===== config.mk =====
export PLATFORM = sky130hd
export DESIGN_NAME = data_mem_ctrl
export DESIGN_NICKNAME = d
export VERILOG_FILES = /design/src/rtl/data_mem_ctrl.sv
export SDC_FILE = /design/constraint.sdc
export NUM_CORES = 1
export LEC_CHECK = 0
export CAP_MARGIN = 20
export CORE_MARGIN = 3
export CORE_UTILIZATION = 46
export DETAILED_ROUTE_END_ITERATION = 8
export PLACE_DENSITY = 0.85
export SETUP_SLACK_MARGIN = 0.3
export SLEW_MARGIN = 20
export SYNTH_ARGS = -nofsm -noshare
export SYNTH_HDL_FRONTEND = slang
export SYNTH_SLANG_ARGS = --single-unit

===== constraint.sdc =====
create_clock -name clk -period 4 [get_ports clk]
set_input_delay 0.4 -clock clk [delete_from_list [all_inputs] [get_ports clk]]
set_output_delay 0.4 -clock clk [all_outputs]
set_load 0.05 [all_outputs]

===== src/rtl/data_mem_ctrl.sv =====
// MEM-stage data memory controller: accepts one load/store per pipe_en pulse,
// waits for mem_rdy with a bounded timeout and holds the result until the pipeline advances.
module data_mem_ctrl #(
   parameter int TIMEOUT = 15,
   parameter int DW      = 16
) (
   input  logic          clk,
   input  logic          rst,
   input  logic          pipe_en,
   input  logic          mem_re,
   input  logic          mem_we,
   input  logic [DW-1:0] addr,
   input  logic [DW-1:0] wdata,
   input  logic [DW-1:0] mem_rdata,
   input  logic          mem_rdy,
   output logic [DW-1:0] mem_addr,
   output logic [DW-1:0] mem_wdata,
   output logic          mem_rd_o,
   output logic          mem_wr_o,
   output logic [DW-1:0] rdata,
   output logic          rvalid,
   output logic          err,
   output logic          data_mem_access
);

   typedef enum logic [1:0] {
      ST_IDLE = 2'd0,
      ST_BUSY = 2'd1,
      ST_DONE = 2'd2
   } state_t;

   localparam logic [7:0] TO_CNT  = 8'(TIMEOUT);
   localparam logic [7:0] CNT_MAX = 8'hFF;

   state_t        state_q, state_d;
   logic [7:0]    cnt_q, cnt_d;
   logic          op_wr_q, op_wr_d;
   logic [DW-1:0] addr_q, addr_d;
   logic [DW-1:0] wdata_q, wdata_d;
   logic [DW-1:0] rdata_q, rdata_d;
   logic          rd_q, rd_d;
   logic          wr_q, wr_d;
   logic          rvalid_q, rvalid_d;
   logic          err_q, err_d;
   logic          acc_q, acc_d;

   // Next-state and datapath decode
   always_comb begin
      state_d  = state_q;
      cnt_d    = cnt_q;
      op_wr_d  = op_wr_q;
      addr_d   = addr_q;
      wdata_d  = wdata_q;
      rdata_d  = rdata_q;
      rvalid_d = rvalid_q;
      err_d    = err_q;
      case (state_q)
         ST_IDLE: begin
            if (pipe_en && (mem_re || mem_we)) begin
               state_d = ST_BUSY;
               cnt_d   = 8'd0;
               addr_d  = addr;
               wdata_d = wdata;
               op_wr_d = mem_we;
            end else begin
               state_d = ST_IDLE;
            end
         end
         ST_BUSY: begin
            if (mem_rdy) begin
               state_d  = ST_DONE;
               rvalid_d = 1'b1;
               err_d    = 1'b0;
               if (op_wr_q) begin
                  rdata_d = rdata_q;
               end else begin
                  rdata_d = mem_rdata;
               end
            end else if (cnt_q == TO_CNT) begin
               state_d  = ST_DONE;
               rvalid_d = 1'b1;
               err_d    = 1'b1;
               rdata_d  = {DW{1'b1}};
            end else begin
               // saturate rather than wrap on an out-of-range TIMEOUT
               if (cnt_q == CNT_MAX) begin
                  cnt_d = cnt_q;
               end else begin
                  cnt_d = cnt_q + 8'd1;
               end
            end
         end
         ST_DONE: begin
            if (pipe_en) begin
               state_d  = ST_IDLE;
               rvalid_d = 1'b0;
               err_d    = 1'b0;
            end else begin
               state_d = ST_DONE;
            end
         end
         default: begin
            state_d  = ST_IDLE;
            rvalid_d = 1'b0;
            err_d    = 1'b0;
         end
      endcase
      // strobes and access flag are registered copies of the next state
      rd_d  = (state_d == ST_BUSY) && !op_wr_d;
      wr_d  = (state_d == ST_BUSY) && op_wr_d;
      acc_d = (state_d != ST_IDLE);
   end

   // State and output registers
   always_ff @(posedge clk or posedge rst) begin
      if (rst) begin
         state_q  <= ST_IDLE;
         cnt_q    <= 8'd0;
         op_wr_q  <= 1'b0;
         addr_q   <= {DW{1'b0}};
         wdata_q  <= {DW{1'b0}};
         rdata_q  <= {DW{1'b0}};
         rd_q     <= 1'b0;
         wr_q     <= 1'b0;
         rvalid_q <= 1'b0;
         err_q    <= 1'b0;
         acc_q    <= 1'b0;
      end else begin
         state_q  <= state_d;
         cnt_q    <= cnt_d;
         op_wr_q  <= op_wr_d;
         addr_q   <= addr_d;
         wdata_q  <= wdata_d;
         rdata_q  <= rdata_d;
         rd_q     <= rd_d;
         wr_q     <= wr_d;
         rvalid_q <= rvalid_d;
         err_q    <= err_d;
         acc_q    <= acc_d;
      end
   end

   assign mem_addr        = addr_q;
   assign mem_wdata       = wdata_q;
   assign mem_rd_o        = rd_q;
   assign mem_wr_o        = wr_q;
   assign rdata           = rdata_q;
   assign rvalid          = rvalid_q;
   assign err             = err_q;
   assign data_mem_access = acc_q;

endmodule

==> results_dict.tcl <==
set metrics [dict create \
    r2r_cells 4 \
    htree_levels 3 \
    grt_max_degree 37 \
    synthAdderAreaFrac_pct 0.480 \
    postCtsSetupRepairBufs 0 \
    grt_pass1_vias 2201 \
    synth-seq-cells 64 \
    reg2reg_setup_slack_ns 2.13 \
    period_minus_slack_ns 1.93 \
    synth.net_count 310 \
    hold_depth 2 \
    netlist_area_um2 2610 \
    rr_endpoint "rdata[1]" \
    synth_compound_area_share_pct 12.0 \
    ir_drop_mv 0.577 \
    overflow 0 \
    area_delta_synth_final_pct 50.3 \
    fmax_mhz 518 \
    n_fill_cell 375 \
    dp_hpwl_mm 4.69 \
    cts.sinks 64 \
    core_area_um2 5300 \
    numCtsBuffers 9 \
    ys_seq_area_share_pct 61.4 \
    synthCells 255 \
    synth_top_family_by_area "simple AND/OR/NAND/NOR gates" \
    min_to "mem_wdata[15]" \
    worst_pin_slew_ns 0.718 \
    setup_viol 0 \
    arrival_ns 2.18 \
    drc 0 \
    antenna_cells 0 \
    synthArstFlopShare_pct 100 \
    synth_edf_count 0 \
    die_h_um 81.3 \
    rows 26 \
    hold_buffers 0 \
    finalCritPeriodShare_pct 48.3 \
    crit_fanout 28 \
    tritoncts "built" \
    r2r-start "cnt_q[5]" \
    syn_area_per_cell_um2 10.2 \
    dieArea_um2 6600 \
    final_area_um2 3920 \
    ys_warn_count 0 \
    start_util_pct 49.2 \
    endpoint_kind "flop" \
    status "finished clean" \
    antenna_found_initial 0 \
    layout.nets 420 \
    grtUsageTotal_pct 20.7 \
    cts.path.max_buffers 2 \
    layout_setup_ws_ns 2.07 \
    gp_congestion 0.808 \
    yosysUniqueCellTypes 36 \
    seq_area_um2 1600 \
    p_leak_nw 1.80 \
    multi_input_area_um2 925 \
    synth_mux_area_share_pct 0.816 \
    placed_area_um2 3720 \
    finish.utilization_pct 73.9 \
    ant_nets 0 \
    clk_latency_ns 0.32 \
    worst_setup_path_start_kind "input port" \
    synth_xor_area_share_pct 0 \
    power_density_nw_per_um2 908 \
    cts_resized 0 \
    fin_skew_ns 0.00551 \
    dp_slack_ns 1.74 \
    fp.dieW_um 81.3 \
    fin_tns_setup_ns 0 \
    drv_slew 0 \
    synth-simple-area-share_pct 22.1 \
    hp-start "mem_wdata[15]" \
    hold_path_class "reg2reg" \
    slew-limit-headroom_pct 52.1 \
    clkTransAtPathRegs_ns 0.06 \
    drt_wl_total_mm 6.49 \
    first_pass_iters 4 \
    drive_gt1_share_pct 11.4 \
    synth_flop_cell "dfrtp_1" \
    final-hold-violation-count 0 \
    critPathRequiredTime_ns 4.25 \
    wl_per_cell_um 14.8 \
    placed_cells 424 \
    rsz0062_at_grt "no" \
    maxCapViolCount 0 \
    final_cells 438 \
    clockRootBuffer "clkbuf_8" \
    vias 2214 \
    ioPinCount 107 \
    crit_type "in2reg" \
    vias_per_cell 5.05 \
    port_buffers 106 \
    grt_first_pass_wirelength_mm 10.3 \
    drt_iter0_drc 168 \
]
layer usage:
metal  track usage, %  vias up  share of wire (%)
li1                 -     1068                  -
met1             26.1     1056                 42
met2             34.0       83                 50
met3             5.76        7                7.1
met4             7.43        0               0.91
met5                0        -                  0
cell families (layout without fill, tap and decap cells):
logic type	after synthesis	count (layout)
flip-flops	64	64
AND/OR/NAND/NOR	132	132
multiplexers	2	2
adder cells (fa/ha/maj)	1	1
buffers and inverters	17	130
AO/OA/AOI/OAI	39	39
state kept, by name (all words and copies together) (netlist names), 2 cells and up:
name	cells
mem_addr	16
mem_wdata	16
rdata	16
cnt_q	8
state_q	2
how the worst max path moves through the flow:
stage	from	end	cells past startpoint
floorplan	rst	cnt_q[0]	1
finish	pipe_en	cnt_q[1]	6
detailed placement	pipe_en	cnt_q[1]	6
global route	pipe_en	cnt_q[1]	6
global placement	pipe_en	cnt_q[1]	6
CTS	mem_wdata[7]	mem_wdata[7]	1
layout by cell type (no fill, tap or decap), types with 3 or more instances in the layout:
master,Yosys,layout
and3_1,4,4
nor3_1,3,3
o21ai_0,5,5
clkdlybuf4s50_1,0,106
o22a_2,16,16
a31oi_1,5,5
dfrtp_1,64,64
nor2_1,3,3
clkbuf_8,0,11
inv_1,7,6
nand2_1,105,105
buf_4,0,3
final cells by class:
class,count,area share [%]
tap,70,2.24
inverter,7,0.671
clock buffer,11,3.86
multi-input combinational,174,23.6
sequential,64,40.9
clock inverter,3,1.09
timing repair buffer,109,27.7
per-stage QoR:
step           hold WS (ns)  power [mW]
2_1_floorplan         0.505        2.36
3_3_place_gp          0.457        3.00
3_5_place_dp          0.462        3.04
4_1_cts               0.478        3.59
5_1_grt               0.498        3.75
6_report              0.475        3.56
power breakdown:
part           total, mW  switching [mW]  internal [mW]
sequential          1.08           0.154          0.923
clock              0.540           0.226          0.314
combinational       1.94            1.29          0.650
critical path, cell delays in order:
cell             delay [ns]
clkdlybuf4s50_1        0.49
nor3b_1                0.33
o21ai_2                0.20
buf_4                  0.28
a2bb2oi_2              0.26
mux2i_1                0.21
synthesized netlist by cell type, types with 3 or more instances:
cell,count,share of area (%)
nand2_1,105,15
a31oi_1,5,1.2
and3_1,4,0.96
inv_1,7,1.0
clkbuf_1,4,0.58
dfrtp_1,64,61
o21ai_0,5,0.96
nor2_1,3,0.43
nor3_1,3,0.58
o22a_2,16,6.1
buf_2,4,0.77
Note: power is estimated with default switching activity, not from simulation.
